`src/rtl/exec_pkg.sv`:
```
// ---------------------------------------------------------------------------
// exec_pkg
//   Shared definitions for the execute stage.
//   - ALU operation codes. Each code is {funct7[5], funct3}.
//   - Branch condition selects, as carried on brn_signal.
//   - branch_cond(): turns the comparator flags into the selected condition.
// ---------------------------------------------------------------------------
package exec_pkg;

  localparam int XLEN_DEFAULT = 32;

  // ALU operation codes, {funct7[5], funct3}
  localparam logic [3:0] ALU_ADD   = 4'b0000;
  localparam logic [3:0] ALU_SUB   = 4'b1000;
  localparam logic [3:0] ALU_SLL   = 4'b0001;
  localparam logic [3:0] ALU_SLT   = 4'b0010;
  localparam logic [3:0] ALU_SLTU  = 4'b0011;
  localparam logic [3:0] ALU_XOR   = 4'b0100;
  localparam logic [3:0] ALU_SRL   = 4'b0101;
  localparam logic [3:0] ALU_SRA   = 4'b1101;
  localparam logic [3:0] ALU_OR    = 4'b0110;
  localparam logic [3:0] ALU_AND   = 4'b0111;
  localparam logic [3:0] ALU_PASSB = 4'b1001;

  // Branch condition selects
  localparam logic [1:0] BR_EQ = 2'b00;
  localparam logic [1:0] BR_NE = 2'b01;
  localparam logic [1:0] BR_LT = 2'b10;
  localparam logic [1:0] BR_GE = 2'b11;

  // Pick the branch condition named by sel from the comparator flags.
  // The signed/unsigned choice has already been folded into lt.
  function automatic logic branch_cond(input logic [1:0] sel,
                                       input logic       eq,
                                       input logic       lt);
    logic cond;
    case (sel)
      BR_EQ:   cond = eq;
      BR_NE:   cond = !eq;
      BR_LT:   cond = lt;
      BR_GE:   cond = !lt;
      default: cond = 1'b0;
    endcase
    return cond;
  endfunction

endpackage : exec_pkg

```
`src/rtl/exec_if.sv`:
```
// ---------------------------------------------------------------------------
// exec_if
//   Bundles the execute-stage operand, control and result signals.
//   master : the side that supplies operands and uses the results
//            (the bypass mux upstream, and memory/PC logic downstream).
//   slave  : exec_unit.
//   Signals
//     in_a, in_b        ALU operands (already bypassed)
//     alu_sel           ALU operation code
//     cmp_a, cmp_b      branch comparator operands
//     unsign            1 = unsigned compare
//     brn_enable        instruction is a conditional branch
//     brn_signal        branch condition select
//     stall             hold the pipeline register
//     alu_out           combinational ALU result
//     br_eq, br_lt      combinational comparator flags
//     br_tk             combinational branch-taken
//     alu_out_q         registered alu_out
//     br_tk_q           registered br_tk
// ---------------------------------------------------------------------------
interface exec_if #(
  parameter int XLEN = 32
);

  logic [XLEN-1:0] in_a;
  logic [XLEN-1:0] in_b;
  logic [3:0]      alu_sel;
  logic [XLEN-1:0] cmp_a;
  logic [XLEN-1:0] cmp_b;
  logic            unsign;
  logic            brn_enable;
  logic [1:0]      brn_signal;
  logic            stall;
  logic [XLEN-1:0] alu_out;
  logic            br_eq;
  logic            br_lt;
  logic            br_tk;
  logic [XLEN-1:0] alu_out_q;
  logic            br_tk_q;

  modport master (
    output in_a, in_b, alu_sel, cmp_a, cmp_b, unsign, brn_enable, brn_signal, stall,
    input  alu_out, br_eq, br_lt, br_tk, alu_out_q, br_tk_q
  );

  modport slave (
    input  in_a, in_b, alu_sel, cmp_a, cmp_b, unsign, brn_enable, brn_signal, stall,
    output alu_out, br_eq, br_lt, br_tk, alu_out_q, br_tk_q
  );

endinterface : exec_if

```
`src/rtl/exec_alu.sv`:
```
// ---------------------------------------------------------------------------
// exec_alu
//   Combinational RV32I integer ALU.
//   Ports
//     i_a      operand A
//     i_b      operand B. Shifts use only i_b[4:0].
//     i_sel    operation code, {funct7[5], funct3}
//     o_result result. Unused codes give zero, and a bubble (ADD of zeros)
//              also gives zero.
// ---------------------------------------------------------------------------
module exec_alu
  import exec_pkg::*;
#(
  parameter int XLEN = 32
) (
  input  logic [XLEN-1:0] i_a,
  input  logic [XLEN-1:0] i_b,
  input  logic [3:0]      i_sel,
  output logic [XLEN-1:0] o_result
);

  logic [4:0] w_shamt;

  assign w_shamt = i_b[4:0];

  always_comb begin
    // NOTE: combinational blocks use blocking '='. Assigning a default before
    // the case means every path drives o_result, so no latch is inferred.
    o_result = '0;
    case (i_sel)
      ALU_ADD:   o_result = i_a + i_b;
      ALU_SUB:   o_result = i_a - i_b;
      ALU_SLL:   o_result = i_a << w_shamt;
      ALU_SLT:   o_result = {{(XLEN-1){1'b0}}, ($signed(i_a) < $signed(i_b))};
      ALU_SLTU:  o_result = {{(XLEN-1){1'b0}}, (i_a < i_b)};
      ALU_XOR:   o_result = i_a ^ i_b;
      ALU_SRL:   o_result = i_a >> w_shamt;
      // The arithmetic shift fills the vacated bits with a copy of i_a[XLEN-1].
      ALU_SRA:   o_result = $unsigned($signed(i_a) >>> w_shamt);
      ALU_OR:    o_result = i_a | i_b;
      ALU_AND:   o_result = i_a & i_b;
      ALU_PASSB: o_result = i_b;
      default:   o_result = '0;
    endcase
  end

endmodule : exec_alu

```
`src/rtl/exec_unit.sv`:
```
// ---------------------------------------------------------------------------
// exec_unit
//   Execute stage: ALU, branch comparator and branch decision, followed by
//   the execute/memory pipeline register.
//   Ports
//     clock  rising-edge clock
//     reset  asynchronous, active-low. Clears the pipeline register at once,
//            even while stalled.
//     bus    exec_if.slave. Carries the operands, the controls, the
//            combinational results and the registered results.
// ---------------------------------------------------------------------------
module exec_unit
  import exec_pkg::*;
#(
  parameter int XLEN = 32
) (
  input  logic clock,
  input  logic reset,
  exec_if.slave bus
);

  logic [XLEN-1:0] w_alu_out;
  logic            w_br_eq;
  logic            w_br_lt;
  logic            w_br_tk;
  logic [XLEN-1:0] r_alu_out_q;
  logic            r_br_tk_q;

  exec_alu #(
    .XLEN (XLEN)
  ) u_alu (
    .i_a      (bus.in_a),
    .i_b      (bus.in_b),
    .i_sel    (bus.alu_sel),
    .o_result (w_alu_out)
  );

  // Comparator. The unsign input selects a signed or an unsigned less-than.
  assign w_br_eq = (bus.cmp_a == bus.cmp_b);
  assign w_br_lt = bus.unsign ? (bus.cmp_a < bus.cmp_b)
                              : ($signed(bus.cmp_a) < $signed(bus.cmp_b));

  // Branch decision. A non-branch instruction is never taken.
  assign w_br_tk = bus.brn_enable & branch_cond(bus.brn_signal, w_br_eq, w_br_lt);

  // Execute/memory pipeline register. Reset takes priority over stall.
  always_ff @(posedge clock or negedge reset) begin
    // NOTE: sequential state uses non-blocking '<=', so every flop samples
    // its pre-edge inputs regardless of statement order.
    if (!reset) begin
      r_alu_out_q <= '0;
      r_br_tk_q   <= 1'b0;
    end else if (!bus.stall) begin
      r_alu_out_q <= w_alu_out;
      r_br_tk_q   <= w_br_tk;
    end
  end

  assign bus.alu_out   = w_alu_out;
  assign bus.br_eq     = w_br_eq;
  assign bus.br_lt     = w_br_lt;
  assign bus.br_tk     = w_br_tk;
  assign bus.alu_out_q = r_alu_out_q;
  assign bus.br_tk_q   = r_br_tk_q;

endmodule : exec_unit

```
`src/flat_wrapper.sv`:
```
// flat-port wrapper written by rule: the top's interface ports become plain ports
module exec_unit_flat import exec_pkg::*;
#(
  parameter int XLEN = 32
)
  (clock, reset, bus_in_a, bus_in_b, bus_alu_sel, bus_cmp_a, bus_cmp_b, bus_unsign, bus_brn_enable, bus_brn_signal, bus_stall, bus_alu_out, bus_br_eq, bus_br_lt, bus_br_tk, bus_alu_out_q, bus_br_tk_q);
  exec_if #(.XLEN(XLEN)) bus_i ();
  input  logic clock;
  input  logic reset;
  input wire logic [$bits(bus_i.in_a)-1:0] bus_in_a;
  input wire logic [$bits(bus_i.in_b)-1:0] bus_in_b;
  input wire logic [$bits(bus_i.alu_sel)-1:0] bus_alu_sel;
  input wire logic [$bits(bus_i.cmp_a)-1:0] bus_cmp_a;
  input wire logic [$bits(bus_i.cmp_b)-1:0] bus_cmp_b;
  input wire logic [$bits(bus_i.unsign)-1:0] bus_unsign;
  input wire logic [$bits(bus_i.brn_enable)-1:0] bus_brn_enable;
  input wire logic [$bits(bus_i.brn_signal)-1:0] bus_brn_signal;
  input wire logic [$bits(bus_i.stall)-1:0] bus_stall;
  output wire logic [$bits(bus_i.alu_out)-1:0] bus_alu_out;
  output wire logic [$bits(bus_i.br_eq)-1:0] bus_br_eq;
  output wire logic [$bits(bus_i.br_lt)-1:0] bus_br_lt;
  output wire logic [$bits(bus_i.br_tk)-1:0] bus_br_tk;
  output wire logic [$bits(bus_i.alu_out_q)-1:0] bus_alu_out_q;
  output wire logic [$bits(bus_i.br_tk_q)-1:0] bus_br_tk_q;
  assign bus_i.in_a = bus_in_a;
  assign bus_i.in_b = bus_in_b;
  assign bus_i.alu_sel = bus_alu_sel;
  assign bus_i.cmp_a = bus_cmp_a;
  assign bus_i.cmp_b = bus_cmp_b;
  assign bus_i.unsign = bus_unsign;
  assign bus_i.brn_enable = bus_brn_enable;
  assign bus_i.brn_signal = bus_brn_signal;
  assign bus_i.stall = bus_stall;
  assign bus_alu_out = bus_i.alu_out;
  assign bus_br_eq = bus_i.br_eq;
  assign bus_br_lt = bus_i.br_lt;
  assign bus_br_tk = bus_i.br_tk;
  assign bus_alu_out_q = bus_i.alu_out_q;
  assign bus_br_tk_q = bus_i.br_tk_q;
  exec_unit #(.XLEN(XLEN)) u_core (.clock(clock), .reset(reset), .bus(bus_i));
endmodule
```
`config.mk`:
```
export PLATFORM = sky130hd
export DESIGN_NAME = exec_unit_flat
export DESIGN_NICKNAME = d
export VERILOG_FILES = /design/src/rtl/exec_pkg.sv /design/src/rtl/exec_if.sv /design/src/rtl/exec_alu.sv /design/src/rtl/exec_unit.sv /design/src/flat_wrapper.sv
export SDC_FILE = /design/constraint.sdc
export NUM_CORES = 1
export LEC_CHECK = 0
export CAP_MARGIN = 20
export CORE_MARGIN = 5
export CORE_UTILIZATION = 40
export CTS_CLUSTER_SIZE = 12
export DETAILED_ROUTE_END_ITERATION = 10
export GPL_ROUTABILITY_DRIVEN = 0
export SLEW_MARGIN = 10
export SYNTH_ARGS = -nofsm -noshare
export SYNTH_HDL_FRONTEND = slang
export SYNTH_HIERARCHICAL = 1
export SYNTH_SLANG_ARGS = --single-unit
```
`constraint.sdc`:
```
create_clock -name clock -period 9.4 [get_ports clock]
set_input_delay 2.35 -clock clock [delete_from_list [all_inputs] [get_ports clock]]
set_output_delay 2.35 -clock clock [all_outputs]
set_load 0.05 [all_outputs]
```
== After elaboration in Yosys (flattened, before gate mapping) ==
Cells that the tools add are included.
Widths: inputs -> output; s select.
Storage, ports and cells
  bits in writable memories: 0
  memory bits (read-only): 0
  output and inout port bits: 68
  memories kept: 0
  flip-flop bits (word level): 33
  latch bits: 0
  bits of input ports: 139
  word-level logic and storage cells: 36
Cells by class
  div/mod/pow operators: 0
  $mul: 0
  reductions and logical operators: 4
  equality and inequality tests: 14
  shift operators: 3
  magnitude comparators: 4
  $add $sub $neg: 2
  bitwise gates (word level): 4
  mux-type cells: 3
Operators with widths (count)
  $pmux 32 s11: 1
  $lt 32x32->1: 4
  $add 32x32->32: 1
  $and 32x32->32: 1
  $eq 32x32->1: 1
  $or 32x32->32: 1
  $shl 32x5->32: 1
  $shr 32x5->32: 1
  $sshr 32x5->32: 1
  $sub 32x32->32: 1
  $xor 32x32->32: 1
  $eq 4x3->1 const B: 4
  $eq 4x4->1 const B: 3
  $eq 4x2->1 const B: 2
  $eq 2x2->1 const B: 2
  $eq 4x1->1 const B: 1
  $logic_not 4->1: 1
  $pmux 1 s4: 1
  $eq 2x1->1 const B: 1
  $logic_not 1->1: 2
  $logic_not 2->1: 1
  $and 1x1->1: 1
  $mux 1: 1

== Logic depth before layout (Yosys ltp) ==
Gate-level depths: netlist (run 1).
  depth in word-level cells: 5
  depth in mapped cells: 18
  gate-level depth less buffers: 15

== Hierarchy ==
Netlist (run 1), hierarchy kept.
By module, submodules not included
  exec_alu: instances 1, area each 8650.8 µm², cells each 1345, seq. area each 0.0 µm²
  exec_unit: instances 1, area each 2119.5 µm², cells each 202, seq. area each 825.8 µm²

== Worst setup path before layout (run 1) ==
OpenSTA, ideal clock, no wires.
  path kind: input-to-output
  start: input port bus_in_b[2]
  end: output port bus_alu_out[28]
  path slack: 160 ps
  cell stages on the path: 16
  buffers on the path: 3
  required time: 7050 ps
  arrival: 6890 ps
  cells stage by stage: inv_1 -> buf_1 -> clkbuf_1 -> clkbuf_1 -> ha_1 -> nor2_1 -> o311ai_0 -> a21oi_1 -> o211ai_1 -> a211oi_1 -> o21ai_0 -> a32oi_1 -> a21oi_1 -> o211ai_1 -> mux2i_1 -> o21ai_0
Between the ends
  word-level cells in the longest chain between the ends: 2
  elaborated cells on any way between the ends: 6
  those cells by class: 2 x add/sub; 3 x shift; 1 x mux
RTL lines
  start: declaration: line flat_wrapper.sv:11  | input wire logic [$bits(bus_i.in_b)-1:0] bus_in_b;
  $sub 32x32->32 (tied with other cells): line exec_alu.sv:32  | ALU_SUB: o_result = i_a - i_b;
  $pmux 32 s11 *: line exec_alu.sv:30  | case (i_sel)
  end: declaration: line flat_wrapper.sv:19  | output wire logic [$bits(bus_i.alu_out)-1:0] bus_alu_out;
Mark *: on every way between the ends. The rest lies on a longest branch, timed or not.

== Final worst setup path (run 1) ==
  start: input port bus_in_a[8]
  end: output port bus_alu_out[29]
Between the ends
  word-level cells in the longest chain between the ends: 2
  elaborated cells on any way between the ends: 6
  those cells by class: 2 x add/sub; 3 x shift; 1 x mux
RTL lines
  start: declaration: line flat_wrapper.sv:10  | input wire logic [$bits(bus_i.in_a)-1:0] bus_in_a;
  $sub 32x32->32 (tied with other cells): line exec_alu.sv:32
  $pmux 32 s11 *: line exec_alu.sv:30
Marked as above.

==> results.txt, run 1 <==
post-synthesis adder-cell area fraction -> 15.4%
Hold-fix buffers, CTS -> 0
Clk pin slew, worst setup/hold paths -> 0.05 ns
Pleak -> 5.90 nW
grt met3 use -> 9.20%
maximum clock insertion buffer count -> 2
share of cells above drive strength 1 -> 10.6%
Synth Area in Simple Gates -> 17.8%
critical-path maximum fanout -> 9
leading area contributor after synthesis -> ha_1
mux share of post-synthesis cell area -> 12.9%
startpoint type of the worst setup path -> primary input
# fillers -> 2692
Synth Instances -> 1547
FFs w/ async S/R, synth -> 100%
first-pass GRT wire length -> 74100 um
fin nets -> 1965
measured slew at the worst slew-check pin -> 1.13 ns
power per cell area -> 102 mW/mm2
gr usage total -> 30.6%
status -> finished, final reports clean
Worst slew margin -> 23.7%
Iteration-0 DRC Markers -> 2186
Comb power frac -> 75.4%
most numerous cell in the Yosys netlist -> nor2_1
n_diodes -> 0
critical path class -> in2out
Vias -> 13200
largest cells by area after synthesis -> ha_1 (15%), dfrtp_1 (7.7%), a21oi_1 (7.3%)
Final Setup Violations -> 0
register area share after synthesis -> 7.67%
setup repair bufs after CTS -> 0
Root Driver -> clkbuf_16
die footprint -> 0.0303 mm2
Mapped Nets -> 1817
crit path cell chain -> clkdlybuf4s50_1 > inv_1 > ha_1 > nor3_1 > nand3_1 > o31ai_1 > nor4_1 > o21ai_0 > o21ai_0 > o21bai_1 > nand2_1 > or4_1 > a22oi_1 > buf_12
Mapped Area -> 0.0108 mm2
critical path's top delay family -> compound AO/OA/AOI/OAI gates
largest net degree at the start of global routing -> 66
Synth warnings -> 6
unique cell type count in the Yosys netlist -> 83
Crit path required time -> 7.05 ns
RSZ-0062 raised after global routing -> false
antenna violation net count after detailed routing -> 0
Pins Over Slew Limit -> 0
io pins -> 207
Setup crit end -> bus_alu_out[29]
Detailed Routing Iterations Pass 1 -> 7
Max-Cap Viols -> 0
Die X -> 174 um
die height -> 174 um
Worst Path Arrival -> 6.58 ns
syn avg cell area -> 6.96 um2
FF+latch count, synth -> 33
Worst Setup SP -> bus_in_a[8]
Sw Ratio -> 52.6%
number of synthesized flops with an enable pin -> 0
grt total ovfl -> 0
CP endpoint kind -> primary output
FMAX -> 112 MHz
met2 GRT Util -> 44.9%
Tcrit/Tclk final -> 95.0%
CTS buffer count -> 5
initial antenna violation count -> 0
R2R setup slack -> 8.62 ns
Worst path most repeated cell -> o21ai_0
crit path time final -> 8.93 ns
number of core rows -> 60
Hold Violations, Final -> 0
Sum Neg Setup Slack -> 0 ns
net switching power -> 0.000720 W
Int Power -> 0.000649 W
final wirelength -> 49100 um
Synth Area in XOR/XNOR -> 0.325%
commonest cells in the netlist -> nor2_1 (194), a21oi_1 (157), inv_1 (134)
Worst path depth -> 14
Register-to-Register Path Depth -> 1
Worst path slowest cell -> clkdlybuf4s50_1
Synth Area in Compound Gates -> 36.8%
core area -> 0.0267 mm2
Sequential Power Share -> 13.5%
Num Clock Sinks -> 33
DP HPWL -> 39300 um
Top FF cell, synth -> dfrtp_1
worst skew pair latency -> 0.27 ns
worst r2r src -> u_core/bus.alu_out_q[27]
Worst Skew -> 0 ns
Clk network pwr share -> 11.2%
vias in the first global route -> 12500
largest family of logic cells by synthesized area -> compound AO/OA/AOI/OAI gates
drt via density -> 6.50
busiest layer in global routing -> met2
Port Buffer Count -> 206
Layout Utilization -> 50.4%
worst path buffer plus inverter count -> 3
Reg-to-Reg End -> u_core/bus.alu_out_q[27]
grt met1 use -> 42.0%
area grow syn2layout -> 25.0%
area share of the largest cell type after synthesis -> 15.0%
H-tree Lvls -> 2
min-delay worst type -> reg2reg
DRC viols -> 0
TritonCTS clock tree -> yes
Initial Util -> 40.3%
CP peak stage delay -> 0.56 ns
cts repair resizes -> 0
drt wl/cell -> 24.1 um
Max VDD drop -> 0.175 mV
==> registers in the layout, indices dropped and copies added, names as in the netlist <==
signal                flops
u_core/bus.alu_out_q     32
u_core/bus.br_tk_q        1
==> final cells by class <==
cell class / count / area, um2 / share of cell area [%]
clock buffer: 8 / 136 / 1.01
inverter: 136 / 510 / 3.79
multi-input combinational: 1264 / 8990 / 66.8
sequential: 33 / 826 / 6.13
tap: 341 / 427 / 3.17
timing repair buffer: 255 / 2570 / 19.1
==> how the worst min path moves through the flow <==
stage	cells past startpoint	to	from	slack, ns
after floorplan	2	u_core/bus.br_tk_q	u_core/bus.br_tk_q	0.81
after global placement	2	u_core/bus.br_tk_q	u_core/bus.br_tk_q	0.49
after detailed placement	1	u_core/bus.alu_out_q[30]	u_core/bus.alu_out_q[30]	0.49
after CTS	1	u_core/bus.alu_out_q[25]	u_core/bus.alu_out_q[25]	0.51
after global routing	1	u_core/bus.alu_out_q[12]	u_core/bus.alu_out_q[12]	0.52
final	1	u_core/bus.alu_out_q[25]	u_core/bus.alu_out_q[25]	0.50
==> kinds of logic (layout without fill, tap and decap cells) <==
group,Yosys count,in the layout
xor+xnor,4,4
mux,107,107
simple gates,431,431
fa+ha+maj,131,131
buf+inv,250,399
compound gates,591,591
flops,33,33
==> power by group through the flow <==
stage,combinational [W],sequential (W),clock (W)
3_5_place_dp,0.00100,0.000186,0
4_1_cts,0.00101,0.000185,0.000160
3_3_place_gp,0.00100,0.000185,0
6_report,0.00103,0.000184,0.000153
2_1_floorplan,0.000514,0.000287,0
5_1_grt,0.00109,0.000188,0.000167
==> through the flow <==
step	instances	worst slack (ns)	area (um2)	hold WS [ns]	total power [W]
after global routing	2037	0.330	13500	0.521	0.00144
after CTS	2036	0.596	13500	0.506	0.00135
after global placement	2028	0.639	13300	0.486	0.00119
after floorplan	1547	0.160	10800	0.806	0.000801
final	2037	0.469	13500	0.500	0.00137
after detailed placement	2028	0.603	13300	0.494	0.00119
==> cell usage in the layout, fill, tap and decap left out, types with 38 or more instances in the layout <==
| master | count |
|---|---|
| a21oi_1 | 157 |
| buf_4 | 60 |
| clkdlybuf4s50_1 | 171 |
| ha_1 | 129 |
| inv_1 | 133 |
| mux2_2 | 38 |
| mux2i_1 | 47 |
| nand2_1 | 103 |
| nor2_1 | 193 |
| o21ai_0 | 115 |
==> layer usage <==
metal,vias to the layer above,wire length (um)
met5,-,0
met4,0,2360
met3,147,6490
met2,918,20200
met1,6120,20000
li1,6061,-
No activity file was read; power rests on OpenSTA's default activity.
==> inputs of run 2 (changes only) <==
--- a/config.mk
+++ b/config.mk
@@ -5,7 +5,7 @@
 export SDC_FILE = /design/constraint.sdc
 export NUM_CORES = 1
 export LEC_CHECK = 0
-export CAP_MARGIN = 20
+export CAP_MARGIN = 40
 export CORE_MARGIN = 5
 export CORE_UTILIZATION = 40
 export CTS_CLUSTER_SIZE = 12
==> results.txt, run 2 (synthesis results as in run 1) <==
# fillers -> 2731 (+1.4%)
DP HPWL -> 39600 um (+0.67%)
net switching power -> 0.000723 W (+0.54%)
grt total ovfl -> 0 (unchanged)
crit path time final -> 8.92 ns (-0.00908 ns)
crit path cell chain -> clkdlybuf4s50_1 > inv_1 > ha_1 > nor3_1 > nand3_1 > o31ai_1 > nor4_1 > o21ai_0 > o21ai_0 > o21bai_1 > nand2_1 > or4_1 > a22oi_1 > buf_12
worst path buffer plus inverter count -> 3 (unchanged)
FMAX -> 112 MHz (+0.10%)
largest net degree at the start of global routing -> 66 (unchanged)
pre-CTS WS -> 0.587 ns (-0.0163 ns)
drt via density -> 6.56 (+0.83%)
Num Clock Sinks -> 33 (unchanged)
n_diodes -> 0 (unchanged)
critical path class -> in2out
fin nets -> 1967 (+0.10%)
maximum clock insertion buffer count -> 2 (unchanged)
Root Driver -> clkbuf_16
die height -> 174 um (unchanged)
TritonCTS clock tree -> yes
Detailed Routing Iterations Pass 1 -> 8 (+1)
io pins -> 207 (unchanged)
max reg flops -> 32 (unchanged)
Vias -> 13400 (+0.93%)
area grow syn2layout -> 25.3%
Clk network pwr share -> 11.2% (about the same)
cts repair resizes -> 0 (unchanged)
die footprint -> 0.0303 mm2 (unchanged)
Max VDD drop -> 0.186 mV (+6.0%)
hold path depth -> 1 (unchanged)
critical path's top delay family -> compound AO/OA/AOI/OAI gates
worst setup margin -> 0.478 ns (+0.00908 ns)
measured slew at the worst slew-check pin -> 0.879 ns (-0.254 ns)
status -> finished, final reports clean
Comb power frac -> 75.4% (about the same)
core area -> 0.0267 mm2 (unchanged)
Sequential Power Share -> 13.4% (about the same)
Register-to-Register Path Depth -> 1 (unchanged)
H-tree Lvls -> 2 (unchanged)
commonest non-fill, non-tap cell in the layout -> nor2_1
Final Setup Violations -> 0 (unchanged)
hold_ws -> 0.501 ns (+0.00119 ns)
Initial Util -> 40.3% (unchanged)
critical-path maximum fanout -> 9 (unchanged)
gr usage total -> 30.7% (+0.11 points)
Clk pin slew, worst setup/hold paths -> 0.05 ns (about the same)
drt wl/cell -> 24.2 um (+0.39%)
final wirelength -> 49300 um (+0.49%)
Pleak -> 5.93 nW (+0.38%)
Pins Over Slew Limit -> 0 (unchanged)
Max-Cap Viols -> 0 (unchanged)
Worst path most repeated cell -> o21ai_0
setup repair bufs after CTS -> 0 (unchanged)
initial antenna violation count -> 0 (unchanged)
power per cell area -> 102 mW/mm2 (about the same)
Die X -> 174 um (unchanged)
min-delay worst type -> reg2reg
most frequent cells in the layout -> nor2_1 (193), clkdlybuf4s50_1 (171), a21oi_1 (157)
antenna violation net count after detailed routing -> 0 (unchanged)
RSZ-0062 raised after global routing -> false
Sw Ratio -> 52.7% (+0.14 points)
Crit path required time -> 7.05 ns (about the same)
CP endpoint kind -> primary output
Port Buffer Count -> 206 (unchanged)
Worst slew margin -> 39.9% (+16 points)
vias in the first global route -> 12700 (+1.4%)
CP peak stage delay -> 0.56 ns (about the same)
Worst path slowest cell -> clkdlybuf4s50_1
Hold Violations, Final -> 0 (unchanged)
first-pass GRT wire length -> 74400 um (+0.48%)
DRC viols -> 0 (unchanged)
Worst Path Arrival -> 6.57 ns (about the same)
Iteration-0 DRC Markers -> 2206 (+0.91%)
Worst Skew -> 0 ns (unchanged)
startpoint type of the worst setup path -> primary input
CTS buffer count -> 5 (unchanged)
Tcrit/Tclk final -> 94.9% (-0.097 points)
worst skew pair latency -> 0.28 ns (about the same)
Hold-fix buffers, CTS -> 0 (unchanged)
share of cells above drive strength 1 -> 10.8% (+0.22 points)
Sum Neg Setup Slack -> 0 ns (unchanged)
Int Power -> 0.000649 W (about the same)
number of core rows -> 60 (unchanged)
Worst path depth -> 14 (unchanged)
[run 2: changes by cell type in the layout (fill, tap and decap cells not counted), sizes merged]
cell    delta
clkinv     +2
buf        +1
clkbuf     -1
[run 2: per-layer routing]
layer  wire length, um  part of all wire [%]  GRT usage (%)
met1             19900                    40           41.6
met2             20000                    41           44.3
met3              6670                    14           9.92
met4              2720                   5.5           13.7
met5                 0                     0              0
[run 2: power by group through the flow]
stage | registers [W] | clock network [W] | logic [W]
2_1_floorplan | 0.000287 | 0 | 0.000514
3_3_place_gp | 0.000185 | 0 | 0.00100
3_5_place_dp | 0.000186 | 0 | 0.00101
4_1_cts | 0.000184 | 0.000161 | 0.00101
5_1_grt | 0.000188 | 0.000167 | 0.00109
6_report | 0.000184 | 0.000154 | 0.00103
[run 2: area by class of cell]
class / instances / area, um2 / area share, %
Tap cell: 341 / 427 / 3.16
Clock buffer: 6 / 129 / 0.955
Timing Repair Buffer: 257 / 2600 / 19.3
Multi-Input combinational cell: 1264 / 8990 / 66.6
Inverter: 136 / 510 / 3.78
Clock inverter: 2 / 10.0 / 0.0742
Sequential cell: 33 / 826 / 6.12
[run 2: per-stage QoR]
step | power (W) | cell area [um2] | util, % | std cells
6_report | 0.00137 | 13500 | 50.5 | 2039
5_1_grt | 0.00145 | 13500 | 50.5 | 2039
4_1_cts | 0.00136 | 13500 | 50.5 | 2038
3_5_place_dp | 0.00119 | 13400 | 50.0 | 2030
3_3_place_gp | 0.00119 | 13300 | 49.8 | 2028
2_1_floorplan | 0.000801 | 10800 | - | 1547
[run 2: path summary, 6_finish.rpt]
path | to | slack (ns) | startpoint
worst min-delay path | u_core/bus.alu_out_q[25] | 0.50 | u_core/bus.alu_out_q[25]
worst min register to register | u_core/bus.alu_out_q[25] | 0.50 | u_core/bus.alu_out_q[25]
max in group asynchronous | u_core/bus.alu_out_q[12] | 6.79 | reset
worst max-delay path | bus_alu_out[29] | 0.48 | bus_in_a[8]
worst max register to register | u_core/bus.alu_out_q[27] | 8.63 | u_core/bus.alu_out_q[27]
min in group asynchronous | u_core/bus.alu_out_q[30] | 2.13 | reset
